$ cat config.mk
export PLATFORM = sky130hd
export DESIGN_NAME = cmd_parser
export DESIGN_NICKNAME = d
export VERILOG_FILES = /design/src/rtl/serial_cmd_pkg.sv /design/src/rtl/frame_timer.sv /design/src/rtl/cmd_parser.sv
export SDC_FILE = /design/constraint.sdc
export NUM_CORES = 1
export LEC_CHECK = 0
export ABC_AREA = 0
export ABC_CLOCK_PERIOD_IN_PS = 17200
export CAP_MARGIN = 5
export CORE_MARGIN = 2
export CORE_UTILIZATION = 50
export DETAILED_ROUTE_END_ITERATION = 12
export PLACE_DENSITY = 0.72
export SKIP_LAST_GASP = 1
export SLEW_MARGIN = 30
export SYNTH_ARGS = -nofsm -noshare
export SYNTH_HDL_FRONTEND = slang
export SYNTH_SLANG_ARGS = --single-unit
$ cat constraint.sdc
create_clock -name clk -period 17.2 [get_ports clk]
set_input_delay 3.44 -clock clk [delete_from_list [all_inputs] [get_ports clk]]
set_output_delay 3.44 -clock clk [all_outputs]
set_load 0.01 [all_outputs]
$ cat src/rtl/serial_cmd_pkg.sv
// Shared constants for the UART command parser: frame header, command
// codes, parser state encodings and the power-up bit periods.
package serial_cmd_pkg;

    localparam logic [7:0] HEADER_BYTE = 8'hA5;

    localparam logic [7:0] CMD_LOAD  = 8'h01;
    localparam logic [7:0] CMD_START = 8'h02;
    localparam logic [7:0] CMD_STOP  = 8'h03;

    localparam logic [7:0] DEF_SLOW_PERIOD = 8'd9;
    localparam logic [7:0] DEF_FAST_PERIOD = 8'd3;

    typedef enum logic [1:0] {
        S_HDR     = 2'd0,
        S_CMD     = 2'd1,
        S_PAYLOAD = 2'd2,
        S_CHK     = 2'd3
    } state_t;

    // LOAD payload: two patterns, slow period, fast period, mode byte
    function automatic int load_payload_len(input int data_bit);
        return 2 * (data_bit / 8) + 3;
    endfunction

endpackage

$ cat src/rtl/frame_timer.sv
// Inter-byte watchdog: counts idle cycles while enabled and flags when the
// count reaches TIMEOUT_CYCLES-1. Clear has priority over counting.
module frame_timer #(
    parameter int TIMEOUT_CYCLES = 50000
) (
    input  logic clk,
    input  logic rst,
    input  logic clear_i,
    input  logic enable_i,
    output logic expired_o
);

    localparam int CW = (TIMEOUT_CYCLES > 2) ? $clog2(TIMEOUT_CYCLES) : 1;
    localparam logic [CW-1:0] LAST = CW'(TIMEOUT_CYCLES - 1);

    logic [CW-1:0] count_q;
    logic [CW-1:0] count_d;

    // Next count: clear on request, otherwise count up and hold at the limit
    always_comb begin
        count_d = count_q;
        if (clear_i) begin
            count_d = '0;
        end else if (enable_i && (count_q != LAST)) begin
            count_d = count_q + CW'(1);
        end
    end

    // Count register
    always_ff @(posedge clk or posedge rst) begin
        if (rst) begin
            count_q <= '0;
        end else begin
            count_q <= count_d;
        end
    end

    assign expired_o = enable_i && (count_q == LAST);

endmodule

$ cat src/rtl/cmd_parser.sv
// Byte-stream command parser for the pattern serializer. Frames are
// HEADER, CMD, payload, CHK (XOR of CMD and payload). LOAD payloads are
// staged in shadow registers and committed atomically only after a good
// checksum and non-zero periods; START/STOP produce one-cycle pulses.
module cmd_parser
    import serial_cmd_pkg::*;
#(
    parameter int         DATA_BIT       = 32,
    parameter logic [7:0] HEADER         = HEADER_BYTE,
    parameter int         TIMEOUT_CYCLES = 50000
) (
    input  logic                clk,
    input  logic                rst,
    input  logic [7:0]          i_rx_data,
    input  logic                i_rx_done_tick,
    output logic [DATA_BIT-1:0] o_output_pattern,
    output logic [DATA_BIT-1:0] o_freq_pattern,
    output logic [7:0]          o_slow_period,
    output logic [7:0]          o_fast_period,
    output logic                o_mode,
    output logic                o_start,
    output logic                o_stop,
    output logic                o_err_tick,
    output logic                o_busy
);

    localparam int PB    = DATA_BIT / 8;
    localparam int PLEN  = load_payload_len(DATA_BIT);
    localparam int CNT_W = $clog2(PLEN + 1);

    localparam logic [CNT_W-1:0] IDX_FREQ = CNT_W'(PB);
    localparam logic [CNT_W-1:0] IDX_SLOW = CNT_W'(2 * PB);
    localparam logic [CNT_W-1:0] IDX_FAST = CNT_W'(2 * PB + 1);
    localparam logic [CNT_W-1:0] IDX_LAST = CNT_W'(PLEN - 1);

    state_t              state_q;
    logic [7:0]          cmd_q;
    logic [7:0]          chk_q;
    logic [CNT_W-1:0]    cnt_q;

    logic [DATA_BIT-1:0] sh_out_q;
    logic [DATA_BIT-1:0] sh_freq_q;
    logic [7:0]          sh_slow_q;
    logic [7:0]          sh_fast_q;
    logic                sh_mode_q;

    logic [DATA_BIT-1:0] out_pat_q;
    logic [DATA_BIT-1:0] freq_q;
    logic [7:0]          slow_q;
    logic [7:0]          fast_q;
    logic                mode_q;
    logic                start_q;
    logic                stop_q;
    logic                err_q;

    logic                tmr_clear;
    logic                tmr_enable;
    logic                tmr_expired;

    // The watchdog runs only inside a frame and restarts on every byte
    assign tmr_enable = (state_q != S_HDR);
    assign tmr_clear  = i_rx_done_tick || (state_q == S_HDR);

    frame_timer #(
        .TIMEOUT_CYCLES (TIMEOUT_CYCLES)
    ) u_frame_timer (
        .clk       (clk),
        .rst       (rst),
        .clear_i   (tmr_clear),
        .enable_i  (tmr_enable),
        .expired_o (tmr_expired)
    );

    // Frame FSM: consumes strobed bytes, stages LOAD data, commits/pulses on CHK
    always_ff @(posedge clk or posedge rst) begin
        if (rst) begin
            state_q   <= S_HDR;
            cmd_q     <= '0;
            chk_q     <= '0;
            cnt_q     <= '0;
            sh_out_q  <= '0;
            sh_freq_q <= '0;
            sh_slow_q <= '0;
            sh_fast_q <= '0;
            sh_mode_q <= 1'b0;
            out_pat_q <= '0;
            freq_q    <= '0;
            slow_q    <= DEF_SLOW_PERIOD;
            fast_q    <= DEF_FAST_PERIOD;
            mode_q    <= 1'b0;
            start_q   <= 1'b0;
            stop_q    <= 1'b0;
            err_q     <= 1'b0;
        end else begin
            start_q <= 1'b0;
            stop_q  <= 1'b0;
            err_q   <= 1'b0;

            // A byte in the expiry cycle takes precedence over the timeout
            if (i_rx_done_tick) begin
                case (state_q)
                    S_HDR: begin
                        if (i_rx_data == HEADER) begin
                            state_q <= S_CMD;
                        end
                    end

                    S_CMD: begin
                        cmd_q <= i_rx_data;
                        chk_q <= i_rx_data;
                        cnt_q <= '0;
                        case (i_rx_data)
                            CMD_LOAD:            state_q <= S_PAYLOAD;
                            CMD_START, CMD_STOP: state_q <= S_CHK;
                            default: begin
                                err_q   <= 1'b1;
                                state_q <= S_HDR;
                            end
                        endcase
                    end

                    S_PAYLOAD: begin
                        // Header-valued bytes are ordinary data here
                        chk_q <= chk_q ^ i_rx_data;
                        cnt_q <= cnt_q + CNT_W'(1);
                        if (cnt_q < IDX_FREQ) begin
                            sh_out_q <= DATA_BIT'({i_rx_data, sh_out_q} >> 8);
                        end else if (cnt_q < IDX_SLOW) begin
                            sh_freq_q <= DATA_BIT'({i_rx_data, sh_freq_q} >> 8);
                        end else if (cnt_q == IDX_SLOW) begin
                            sh_slow_q <= i_rx_data;
                        end else if (cnt_q == IDX_FAST) begin
                            sh_fast_q <= i_rx_data;
                        end else begin
                            sh_mode_q <= i_rx_data[0];
                        end
                        if (cnt_q == IDX_LAST) begin
                            state_q <= S_CHK;
                        end
                    end

                    S_CHK: begin
                        state_q <= S_HDR;
                        if (i_rx_data != chk_q) begin
                            err_q <= 1'b1;
                        end else begin
                            case (cmd_q)
                                CMD_LOAD: begin
                                    if ((sh_slow_q == 8'd0) || (sh_fast_q == 8'd0)) begin
                                        err_q <= 1'b1;
                                    end else begin
                                        out_pat_q <= sh_out_q;
                                        freq_q    <= sh_freq_q;
                                        slow_q    <= sh_slow_q;
                                        fast_q    <= sh_fast_q;
                                        mode_q    <= sh_mode_q;
                                    end
                                end
                                CMD_START: start_q <= 1'b1;
                                CMD_STOP:  stop_q  <= 1'b1;
                                default:   err_q   <= 1'b1;
                            endcase
                        end
                    end

                    default: state_q <= S_HDR;
                endcase
            end else if (tmr_expired) begin
                err_q   <= 1'b1;
                state_q <= S_HDR;
            end
        end
    end

    assign o_output_pattern = out_pat_q;
    assign o_freq_pattern   = freq_q;
    assign o_slow_period    = slow_q;
    assign o_fast_period    = fast_q;
    assign o_mode           = mode_q;
    assign o_start          = start_q;
    assign o_stop           = stop_q;
    assign o_err_tick       = err_q;
    assign o_busy           = (state_q != S_HDR);

endmodule

==> flow_summary.json, run 1 <==
{
  "diodes": 0,
  "io_pins": 96,
  "path_cells": "clkdlybuf4s50_1 > xnor2_1 > nand4_1 > nor4_4 > buf_4 > buf_4 > mux2_4",
  "synth.top_cells.by_area": "dfrtp_1 (57%), mux2_4 (14%), mux2_2 (12%), xnor2_1 (1.7%), ha_1 (1.4%)",
  "ant_nets": 0,
  "power_leakage_nw": 4.88,
  "worstHoldPathType": "register to register",
  "drv_cap": 0,
  "firstDrtPassIters": 4,
  "grt.total_usage_pct": 18.8,
  "numPortBuffers": 95,
  "synthMuxAreaShare_pct": 25.9,
  "cts_tree": "built",
  "placedCellCount": 880,
  "critical-path-max-stage-delay_ps": 770,
  "fin_setup_tns_ps": 0,
  "worst_slack_ps": 11100,
  "period_share_pct": 35.4,
  "rrSetupSlack_ps": 14190,
  "synth.most_common_cell": "dfrtp_1",
  "async_flop_share_pct": 100,
  "gp_congestion": 0.859,
  "grt_max_degree": 137,
  "cts-buffers-inserted": 22,
  "status": "finished, final reports clean",
  "clock_latency_ps": 500,
  "yosys-top-cells-count": "dfrtp_1 (199), mux2_2 (90), mux2_4 (80)",
  "grt_pass1_wl_um": 28000,
  "fin_worst_skew_ps": 20.5,
  "hold_viol_final": 0,
  "ys.warnings.count": 0,
  "worstSetupStartpointType": "input pin",
  "synthSimpleGateAreaFrac_pct": 6.23,
  "cts_root_buf": "clkbuf_16",
  "crit_fanout": 37,
  "yosysTopAreaCellShare_pct": 57.4,
  "dp_hpwl_um": 11100,
  "antenna_found_initial": 0,
  "reg2reg_to": "o_freq_pattern[6]$_DFFE_PP0P_",
  "start_util_pct": 50.7,
  "cts_num_sinks": 203,
  "drc": 0,
  "worst_pin_slew_ps": 847,
  "synth_seq_cells": 203,
  "core_area_um2": 17100,
  "dieArea_um2": 18400,
  "path_delay_family": "buffers and inverters",
  "synth_area_per_cell_um2": 14.8,
  "die_h_um": 136,
  "path_buf_inv": 3,
  "fillCellCount": 1303,
  "final_area_um2": 10500,
  "rr_worst_depth": 6,
  "synth_edf_count": 0,
  "pre_cts_ws_ps": 10570,
  "synth_top_flop_cell": "dfrtp_1",
  "dpl_cell_area_um2": 9760,
  "slew_headroom_pct": 43.6,
  "routed-via-count": 4949,
  "cts_buffer_depth": 3,
  "synth_top_family_by_area": "multiplexers",
  "r2r_start": "cmd_q[3]$_DFFE_PP0P_",
  "wl_per_cell_um": 18.2,
  "crit_type": "input pin to register",
  "rows": 48,
  "ir_drop_mv": 0.0719,
  "syn-num-nets": 608,
  "arrival_ps": 6470,
  "clk_pin_slew_ps": 60,
  "fp.dieW_um": 136,
  "cts_max_level": 1,
  "wl_um": 16700,
  "fin_nets": 700,
  "synthCells": 587,
  "synth_area_um2": 8680,
  "drive_gt1_share_pct": 32.7,
  "slew_violations": 0,
  "stdcell_count": 920,
  "worstPathRequired_ps": 17570,
  "synth_fa_ha_area_share_pct": 1.44,
  "period_needed_ps": 6100,
  "ys_seq_area_share_pct": 58.6,
  "grt_pass1_vias": 5233,
  "ys_types": 46,
  "hp-start": "sh_freq_q[3]$_DFFE_PP0P_",
  "globalRouteOverflowTotal": 0,
  "hold_buffers": 0,
  "rsz0062_at_grt": "false",
  "drt-initial-drc-count": 269,
  "synth_largest_area_cell": "dfrtp_1",
  "yosys.area_share.xor_xnor_pct": 1.82,
  "post_cts_resized": 0,
  "critPathCaptureType": "register",
  "min_path_cells": 1,
  "setup_violations": 0,
  "power.density_nw_per_um2": 102,
  "viasPerCell": 5.38,
  "path_common_cell": "buf_4",
  "area.growth.synth_to_final_pct": 20.8,
  "hold_path_end": "o_freq_pattern[3]$_DFFE_PP0P_",
  "synth_compound_area_share_pct": 3.27,
  "max_freq_mhz": 164,
  "cts_setup_buffers": 0,
  "crit_slowest_cell": "clkdlybuf4s50_1"
}
[final cells by class]
cell class	instances	area, um^2	share of cell area, %
timing repair buffer	101	996	9.50
inverter	10	50.0	0.477
clock inverter	9	61.3	0.585
tap	225	282	2.68
sequential	203	5080	48.5
multi-input combinational	341	3360	32.0
clock buffer	31	654	6.24
[how the worst max path moves through the flow]
stage	end	slack [ps]	depth (start not counted)	startpoint
2_1_floorplan	chk_q[0]$_DFFE_PP0P_	8230	1	rst
3_3_place_gp	o_freq_pattern[30]$_DFFE_PP0P_	10650	7	i_rx_data[2]
3_5_place_dp	o_freq_pattern[31]$_DFFE_PP0P_	10570	7	i_rx_data[2]
4_1_cts	o_freq_pattern[6]$_DFFE_PP0P_	11090	7	i_rx_data[7]
5_1_grt	o_freq_pattern[6]$_DFFE_PP0P_	10950	7	i_rx_data[2]
6_report	o_freq_pattern[6]$_DFFE_PP0P_	11100	7	i_rx_data[7]
[layout by cell type (no fill, tap or decap), types with 7 or more instances in the layout]
| cell type | count |
|---|---|
| mux2_4 | 80 |
| inv_1 | 9 |
| dfrtp_1 | 199 |
| clkdlybuf4s50_1 | 95 |
| nand4_1 | 8 |
| nand2_1 | 16 |
| a311oi_1 | 8 |
| xnor2_1 | 17 |
| clkbuf_8 | 7 |
| mux2_2 | 90 |
| a21oi_1 | 13 |
| ha_1 | 10 |
| nor2_1 | 22 |
| clkbuf_16 | 22 |
| nor4_1 | 7 |
| o21ai_0 | 9 |
| nand3_1 | 11 |
[worst register-to-register path: stages, from the launching register on]
cell and delay, ps:
dfrtp_1 390, nor4_2 390, o211ai_1 270, nor4_4 280, buf_4 490, buf_4 680
mux2_4 380
[logic make-up after synthesis]
kind of cell,after synthesis
flops,203
mux,173
simple gates,97
compound gates,43
buf+inv,43
xor+xnor,18
fa+ha+maj,10
[stage by stage]
stage / total power [mW] / utilization (%) / hold slack [ps]
4_1_cts: 1.08 / 61.2 / 502
2_1_floorplan: 0.596 / - / 441
3_3_place_gp: 0.618 / 57.0 / 482
3_5_place_dp: 0.624 / 57.0 / 488
6_report: 1.07 / 61.3 / 500
5_1_grt: 1.11 / 61.3 / 516
[metal layers]
metal	global-route usage, %	vias up	wire [um]
met1	26.3	2557	7470
met2	31.1	94	8350
li1	-	2279	-
met3	2.96	19	661
met4	4.69	0	223
met5	0	-	0
[power by group]
group / total (mW) / switching [mW] / internal, mW
sequential: 0.523 / 0.0223 / 0.501
combinational: 0.0920 / 0.0518 / 0.0402
clock: 0.450 / 0.184 / 0.266
total: 1.07 / 0.259 / 0.807
[flip-flops by register name, indices dropped and copies added, names as in the netlist]
| name | count |
|---|---|
| chk_q | 8 |
| sh_mode_q | 1 |
| cnt_q | 4 |
| state_q | 2 |
| o_mode | 1 |
| sh_out_q | 32 |
| o_freq_pattern | 32 |
| o_start | 1 |
| sh_freq_q | 32 |
| cmd_q | 8 |
| sh_slow_q | 8 |
| sh_fast_q | 8 |
| o_err_tick | 1 |
| o_stop | 1 |
| o_slow_period | 8 |
| o_output_pattern | 32 |
| u_frame_timer.count_q | 16 |
| o_fast_period | 8 |
No activity file was read; power rests on OpenSTA's default activity.
==> run 2, diff against run 1 <==
--- a/config.mk
+++ b/config.mk
@@ -6,7 +6,7 @@
 export NUM_CORES = 1
 export LEC_CHECK = 0
 export ABC_AREA = 0
-export ABC_CLOCK_PERIOD_IN_PS = 17200
+export ABC_CLOCK_PERIOD_IN_PS = 5750
 export CAP_MARGIN = 5
 export CORE_MARGIN = 2
 export CORE_UTILIZATION = 50
==> constraint.sdc (replaced) <==
create_clock -name clk -period 5.75 [get_ports clk]
set_input_delay 1.15 -clock clk [delete_from_list [all_inputs] [get_ports clk]]
set_output_delay 1.15 -clock clk [all_outputs]
set_load 0.01 [all_outputs]
==> flow_summary.json, run 2 (synthesis gave the netlist of run 1 again) <==
{
  "period_needed_ps": 3460,
  "cts_buffer_depth": 3,
  "rr_worst_depth": 5,
  "clock_latency_ps": 490,
  "cts_tree": "built",
  "grt_use_met1_pct": 26.2,
  "die_h_um": 136,
  "io_pins": 96,
  "crit_fanout": 48,
  "path_cells": "clkdlybuf4s50_1 > xnor2_1 > nand4_1 > nor4_4 > buf_4 > mux2_4",
  "grt.total_usage_pct": 19.2,
  "fin_worst_skew_ps": 14.5,
  "worstPathRequired_ps": 6120,
  "cts_root_buf": "clkbuf_16",
  "cts_num_sinks": 203,
  "wl_um": 17200,
  "grt_pass1_vias": 5327,
  "worstSetupStartpoint": "i_rx_data[6]",
  "r2r_start": "cmd_q[3]$_DFFE_PP0P_",
  "wl_per_cell_um": 18.7,
  "hold_buffers": 0,
  "busiest_layer": "met2",
  "slew_violations": 0,
  "fp.dieW_um": 136,
  "pre_cts_ws_ps": 1780,
  "worstHoldPathType": "register to register",
  "gp_congestion": 0.816,
  "crit_slowest_cell": "clkdlybuf4s50_1",
  "final_cell_mix": "dfrtp_1 (199), clkdlybuf4s50_1 (95), mux2_2 (90)",
  "endpoint": "o_fast_period[6]$_DFFE_PP0P_",
  "final_common_cell": "dfrtp_1",
  "start_util_pct": 50.7,
  "critPathCaptureType": "register",
  "cts_setup_buffers": 0,
  "core_area_um2": 17100,
  "clk_pin_slew_ps": 60,
  "critical-path-max-stage-delay_ps": 810,
  "drive_gt1_share_pct": 32.8,
  "drt-initial-drc-count": 356,
  "drv_cap": 0,
  "grtUsageMet3_pct": 2.39,
  "placedCellCount": 880,
  "dieArea_um2": 18400,
  "rsz0062_at_grt": "false",
  "globalRouteOverflowTotal": 0,
  "utilization_pct": 61.9,
  "ant_nets": 0,
  "worst_slack_ps": 2290,
  "dp_hpwl_um": 11200,
  "worst_pin_slew_ps": 876,
  "ir_drop_mv": 0.198,
  "path_delay_family": "buffers and inverters",
  "dpl_cell_area_um2": 9790,
  "hold_viol_final": 0,
  "arrival_ps": 3840,
  "status": "finished, final reports clean",
  "holdWs_ps": 506,
  "numPortBuffers": 95,
  "power_leakage_nw": 4.91,
  "diodes": 0,
  "rows": 48,
  "crit_type": "input pin to register",
  "slew_headroom_pct": 41.6,
  "max_freq_mhz": 289,
  "worstSetupStartpointType": "input pin",
  "grt_max_degree": 120,
  "fin_setup_tns_ps": 0,
  "drc": 0,
  "post_cts_resized": 0,
  "grt_use_met2_pct": 33.0,
  "path_buf_inv": 2,
  "stdcell_count": 918,
  "cts_max_level": 1,
  "viasPerCell": 5.48,
  "final_area_um2": 10600,
  "period_share_pct": 60.2,
  "reg2reg_to": "o_fast_period[6]$_DFFE_PP0P_",
  "area.growth.synth_to_final_pct": 22.0,
  "grt_pass1_wl_um": 28300,
  "cp_num_cells": 6,
  "routed-via-count": 5034,
  "firstDrtPassIters": 4,
  "fin_nets": 699,
  "antenna_found_initial": 0,
  "setup_violations": 0,
  "finalPower_mw": 3.38,
  "cts-buffers-inserted": 21,
  "rrSetupSlack_ps": 3270,
  "power.density_nw_per_um2": 319
}
-- run 2: cell count changes in the layout (fill, tap and decap cells not counted) --
cell,previous run,this run
clkinv_8,2,0
bufinv_16,0,5
buf_12,0,1
clkinv_2,6,3
clkbuf_1,2,0
clkbuf_8,7,6
inv_6,0,1
buf_16,0,1
buf_4,6,4
clkinvlp_4,2,3
clkbuf_16,22,21
-- run 2: where the power goes --
| group | total, mW | switching (mW) | leakage, nW | internal, mW |
|---|---|---|---|---|
| registers | 1.57 | 0.0703 | 2.79 | 1.50 |
| logic | 0.278 | 0.155 | 1.74 | 0.123 |
| clock network | 1.53 | 0.560 | 0.389 | 0.972 |
-- run 2: layout make-up --
class | count | area [um^2]
multi-input combinational | 341 | 3360
sequential | 203 | 5080
tap | 225 | 282
timing repair buffer | 101 | 1030
clock buffer | 27 | 608
clock inverter | 11 | 189
fill | 1279 | 6530
inverter | 10 | 41.3
-- run 2: worst register-to-register path: stages (launching register included) --
cell	delay, ps
dfrtp_1	390
nor4_2	340
o211ai_1	230
nor4_4	270
buf_4	740
mux2_4	390
-- run 2: per-layer routing --
layer,wire [um],vias to the layer above
met5,0,-
met4,263,0
met3,599,27
met2,8840,88
met1,7450,2651
li1,-,2268
-- run 2: worst min-delay path by stage --
| stage | startpoint | end | slack, ps | depth (start not counted) |
|---|---|---|---|---|
| after global routing | sh_out_q[3]$_DFFE_PP0P_ | o_output_pattern[3]$_DFFE_PP0P_ | 520 | 1 |
| after floorplan | cmd_q[0]$_DFFE_PP0P_ | o_start$_DFF_PP0_ | 440 | 1 |
| after global placement | sh_freq_q[5]$_DFFE_PP0P_ | o_freq_pattern[5]$_DFFE_PP0P_ | 480 | 1 |
| final | sh_mode_q$_DFFE_PP0P_ | o_mode$_DFFE_PP0P_ | 510 | 1 |
| after CTS | cmd_q[0]$_DFFE_PP0P_ | o_start$_DFF_PP0_ | 500 | 1 |
| after detailed placement | sh_freq_q[0]$_DFFE_PP0P_ | o_freq_pattern[0]$_DFFE_PP0P_ | 490 | 1 |
